## config.mk

```make
export PLATFORM = sky130hd
export DESIGN_NAME = vga_timing_gen
export DESIGN_NICKNAME = d
export VERILOG_FILES = /design/src/rtl/vga_timing_gen.sv
export SDC_FILE = /design/constraint.sdc
export NUM_CORES = 1
export LEC_CHECK = 0
export ABC_AREA = 1
export CAP_MARGIN = 10
export CORE_UTILIZATION = 56
export CTS_BUF_LIST = sky130_fd_sc_hd__clkbuf_16
export CTS_CLUSTER_DIAMETER = 30
export DETAILED_ROUTE_END_ITERATION = 16
export PLACE_DENSITY_LB_ADDON = 0.3
export SYNTH_ARGS = -nofsm -noshare
export SYNTH_HDL_FRONTEND = slang
export SYNTH_SLANG_ARGS = --single-unit
```

## constraint.sdc

```tcl
create_clock -name clk -period 3.48 [get_ports clk]
set_clock_uncertainty 0.1 [all_clocks]
set_input_delay 0.87 -clock clk [delete_from_list [all_inputs] [get_ports clk]]
set_output_delay 0.87 -clock clk [all_outputs]
set_load 0.05 [all_outputs]
```

## src/rtl/vga_timing_gen.sv

```systemverilog
// VGA raster timing: pixel-rate strobe, h/v counters, syncs, blanking and
// frame/move pulses, all in the single clk domain.
module vga_timing_gen #(
  parameter int CLK_DIV   = 4,
  parameter int H_VISIBLE = 640,
  parameter int H_FP      = 16,
  parameter int H_SYNC    = 96,
  parameter int H_BP      = 48,
  parameter int V_VISIBLE = 480,
  parameter int V_FP      = 10,
  parameter int V_SYNC    = 2,
  parameter int V_BP      = 33,
  parameter int MOVE_DIV  = 2
) (
  input  logic        clk,
  input  logic        rst,
  output logic        pix_en,
  output logic [10:0] hcount,
  output logic [10:0] vcount,
  output logic        hsync,
  output logic        vsync,
  output logic        blank,
  output logic        frame_start,
  output logic        move_tick,
  output logic [7:0]  frame_cnt
);
  localparam int H_TOTAL = H_VISIBLE + H_FP + H_SYNC + H_BP;
  localparam int V_TOTAL = V_VISIBLE + V_FP + V_SYNC + V_BP;
  localparam int DW      = (CLK_DIV > 1) ? $clog2(CLK_DIV) : 1;
  localparam int MD      = (MOVE_DIV < 1) ? 1 : MOVE_DIV;
  localparam int MW      = (MD > 1) ? $clog2(MD) : 1;

  localparam logic [DW-1:0] DIV_LAST = DW'(CLK_DIV - 1);
  localparam logic [MW-1:0] MD_LAST  = MW'(MD - 1);
  localparam logic [10:0]   H_LAST   = 11'(H_TOTAL - 1);
  localparam logic [10:0]   V_LAST   = 11'(V_TOTAL - 1);
  localparam logic [10:0]   H_VIS    = 11'(H_VISIBLE);
  localparam logic [10:0]   V_VIS    = 11'(V_VISIBLE);
  localparam logic [10:0]   HS_BEG   = 11'(H_VISIBLE + H_FP);
  localparam logic [10:0]   HS_END   = 11'(H_VISIBLE + H_FP + H_SYNC);
  localparam logic [10:0]   VS_BEG   = 11'(V_VISIBLE + V_FP);
  localparam logic [10:0]   VS_END   = 11'(V_VISIBLE + V_FP + V_SYNC);

  logic [DW-1:0] div_q, div_d;
  logic [MW-1:0] mdiv_q, mdiv_d;
  logic [10:0]   h_q, h_d, v_q, v_d;
  logic [7:0]    fcnt_q, fcnt_d;
  logic          pix_en_q, pix_en_d;
  logic          hsync_q, hsync_d, vsync_q, vsync_d, blank_q, blank_d;
  logic          fs_q, fs_d, mt_q, mt_d;

  // pix_en is registered alongside the counter update it enables, so the
  // strobe and the new hcount/vcount appear in the same cycle.
  always_comb begin
    div_d    = div_q;
    pix_en_d = 1'b0;
    h_d      = h_q;
    v_d      = v_q;
    fs_d     = 1'b0;
    mt_d     = 1'b0;
    fcnt_d   = fcnt_q;
    mdiv_d   = mdiv_q;
    if (div_q == DIV_LAST) begin
      div_d    = '0;
      pix_en_d = 1'b1;
      if (h_q == H_LAST) begin
        h_d = '0;
        if (v_q == V_LAST) begin
          v_d  = '0;
          fs_d = 1'b1;
        end else begin
          v_d = v_q + 11'd1;
        end
      end else begin
        h_d = h_q + 11'd1;
      end
    end else begin
      div_d = div_q + DW'(1);
    end
    if (fs_d) begin
      fcnt_d = fcnt_q + 8'd1;
      if (mdiv_q == MD_LAST) begin
        mdiv_d = '0;
        mt_d   = 1'b1;
      end else begin
        mdiv_d = mdiv_q + MW'(1);
      end
    end
    // Decoded from next-state counters so they line up with hcount/vcount.
    hsync_d = !((h_d >= HS_BEG) && (h_d < HS_END));
    vsync_d = !((v_d >= VS_BEG) && (v_d < VS_END));
    blank_d = (h_d >= H_VIS) || (v_d >= V_VIS);
  end

  always_ff @(posedge clk) begin
    if (rst) begin
      div_q    <= '0;
      mdiv_q   <= '0;
      h_q      <= '0;
      v_q      <= '0;
      fcnt_q   <= '0;
      pix_en_q <= 1'b0;
      hsync_q  <= 1'b1;
      vsync_q  <= 1'b1;
      blank_q  <= 1'b0;
      fs_q     <= 1'b0;
      mt_q     <= 1'b0;
    end else begin
      div_q    <= div_d;
      mdiv_q   <= mdiv_d;
      h_q      <= h_d;
      v_q      <= v_d;
      fcnt_q   <= fcnt_d;
      pix_en_q <= pix_en_d;
      hsync_q  <= hsync_d;
      vsync_q  <= vsync_d;
      blank_q  <= blank_d;
      fs_q     <= fs_d;
      mt_q     <= mt_d;
    end
  end

  assign pix_en      = pix_en_q;
  assign hcount      = h_q;
  assign vcount      = v_q;
  assign hsync       = hsync_q;
  assign vsync       = vsync_q;
  assign blank       = blank_q;
  assign frame_start = fs_q;
  assign move_tick   = mt_q;
  assign frame_cnt   = fcnt_q;
endmodule

```

==> run_results.csv <==
group,metric,value,unit
clocking,cts_max_level,2,
flow_run,maxCapViolations,0,
floorplanning,design.die.area,0.00396,sq mm
synthesis,avgSynthCellArea,7.07,sq um
clocking,hold_buffers,0,
global_route,grt_pass1_vias,1933,
synthesis,synth_nets,301,
clocking,cts_tree,"built",
placed_design,pre_cts_slack,0.898,ns
layout,fin_nets,341,
power,pwr-share-seq,0.487,
drt,drt_wl_total,4.99,mm
clocking,cts_root_buffer,"clkbuf_16",
synthesis,seq_area_frac_synth,0.375,
power,clkPwrFrac,0.476,
clocking,numClockSinks,39,
clocking,cts_resized,0,
floorplanning,die_w,62.9,um
power,p_leak,0.00103,uW
setup_path,start_kind,"register",
setup_path,cp.required,3.54,ns
power,power,932,uW
synthesis,synthCells,294,
power,peakVddDrop,0.000308,V
floorplanning,core_area,0.00344,sq mm
synthesis,synthArstFlopShare,0,
placed_design,dp_hpwl,3.70,mm
synthesis,synth_edf_count,0,
power,p_int,723,uW
synthesis,ys_top_cells_by_area,"dfxtp_1 (38%), nand2_1 (11%), nor2_1 (9.2%), inv_1 (6.1%), nand4_1 (3.9%)",
power,p_per_area,354,mW/mm^2
timing,slew_violations,0,
layout,final_util,0.765,
timing,fin_crit,2.67,ns
placed_design,port_buffers,37,
run_status,status,"finished, final reports clean",
synthesis,synth_area_leader_cell,"dfxtp_1",
drt,wire_per_inst,13.1,um
synthesis,ys.warnings.count,0,
timing,fin_ws,0.813,ns
global_route,grt_use_total,0.269,
drt,drt_pass1_iterations,5,
floorplanning,io_pins,38,
placed_design,gp_congestion,0.882,
drt,vias_per_cell,5.48,
power,p_comb_frac,0.036,
setup_path,cp.arrival,2.73,ns
floorplanning,rows,21,
timing,max_slew_margin,0.491,
timing,finalSetupTns,0,ns
drt,ant_nets,0,
synthesis,synth_cell_type_count,34,
layout,drive_gt1_frac,0.0955,
synthesis,syn-cell-area,0.00208,sq mm
timing,hold_viol,0,
timing,fmax,375,MHz
drt,vias,2087,
timing,fin_crit_sh,0.766,
synthesis,synth_common_cells,"nand2_1 (61), nor2_1 (51), dfxtp_1 (39), inv_1 (34), nand3_1 (15)",
global_route,grt_max_degree,30,
timing,final-setup-viol-count,0,
min_path,hold_path.class,"register to register",
timing,rsz0062_at_grt,"false",
floorplanning,chipHeight,62.9,um
clocking,clockBufferDepth,2,
layout,insertedDiodeCount,0,
clocking,clock_latency,0.29,ns
synthesis,yosysMostFrequentCell,"nand2_1",
setup_path,path_class,"register to register",
global_route,antenna_found_initial,0,
global_route,grt_pass1_wl,8.33,mm
synthesis,ys_ff_latch,39,
layout,area_growth,26.6,%
setup_path,cp_max_fo,20,
power,p_switching,209,uW
floorplanning,start_util,0.604,
global_route,overflow,0,
drt,remaining_drc_errors,0,
drt,drtIter0Drc,137,
clocking,path_clk_slew,0.06,ns
synthesis,synth_flop_cell,"dfxtp_1",
power,p_sw_frac,0.225,
clocking,cts_buffers,5,
setup_path,crit_path_end_kind,"register",
synthesis,synth_top_area_share,0.375,
timing,tightest_slew,0.763,ns
clocking,post_cts_buffers,0,
==> cells by family (layout without fill, tap and decap cells) <==
logic type,after synthesis,count (layout),share of synthesized area
AOI/OAI and AO/OA,29,29,0.0806
adders and majority gates,5,5,0.0301
DFF,39,39,0.375
buffers and inverters,47,88,0.0872
xor gates and xnor gates,5,5,0.0211
and+or+nand+nor,169,169,0.406
==> per-stage QoR <==
step	hold slack (ns)	cell area (sq um)	cells
after floorplan	0.304	2080	294
after global placement	0.311	2490	373
after detailed placement	0.343	2490	373
after CTS	0.351	2630	381
after global routing	0.382	2630	381
final	0.363	2630	381
==> final cells by class <==
type                            instances  area [sq um]
Multi-Input combinational cell        208          1120
Fill cell                             285           810
Sequential cell                        39           781
Timing Repair Buffer                   38           378
Inverter                               42           158
Clock buffer                            5           125
Tap cell                               46          57.6
Clock inverter                          3          16.3
==> power groups by stage <==
| stage | logic [uW] | registers [uW] | clock network (uW) |
|---|---|---|---|
| after floorplan | 19.9 | 468 | 0 |
| after global placement | 31.4 | 463 | 0 |
| after detailed placement | 32.8 | 464 | 0 |
| after CTS | 33.0 | 454 | 442 |
| after global routing | 36.2 | 454 | 468 |
| final | 33.6 | 454 | 444 |
==> path summary, 6_finish.rpt <==
check	start	endpoint	cells past startpoint	slack (ns)
worst min register to register	div_q[0]$_SDFF_PP0_	div_q[0]$_SDFF_PP0_	1	0.36
worst max-delay path	div_q[0]$_SDFF_PP0_	blank$_SDFF_PP0_	10	0.81
worst min-delay path	div_q[0]$_SDFF_PP0_	div_q[0]$_SDFF_PP0_	1	0.36
worst max register to register	div_q[0]$_SDFF_PP0_	blank$_SDFF_PP0_	10	0.81
==> routing by layer <==
| metal | vias up | routed length, um | global-route usage |
|---|---|---|---|
| li1 | 1035 | - | - |
| met1 | 955 | 2310 | 0.332 |
| met2 | 80 | 2270 | 0.430 |
| met3 | 17 | 301 | 0.0620 |
| met4 | 0 | 116 | 0.145 |
| met5 | - | 0 | 0 |
==> cell usage in the layout (no fill, tap or decap), drive strengths merged, types with 2 or more instances in the layout <==
master,count
a31oi,3
clkdlybuf4s50,37
o21ai,10
ha,5
nand3,21
nor3,12
nor2,56
clkbuf,5
nand2,62
inv,43
dfxtp,39
a21oi,11
nand4,13
nor4,2
xor2,4
nor3b,3
==> registers in the layout (all words and copies together), names as in the netlist <==
name,count
frame_cnt,8
hsync,1
hcount,11
move_tick,1
vsync,1
div_q,2
vcount,11
blank,1
pix_en,1
frame_start,1
mdiv_q,1
==> worst max-delay path, stage by stage (launching register included) <==
cell and delay, ns:
dfxtp_1 0.35, ha_1 0.66, inv_1 0.31, nor2_1 0.22, nand2_1 0.11, inv_1 0.13
nand2_1 0.09, o21ai_0 0.23, nor2_1 0.12, a21boi_1 0.14, a21oi_1 0.07
Note: power is estimated with default switching activity, not from simulation.
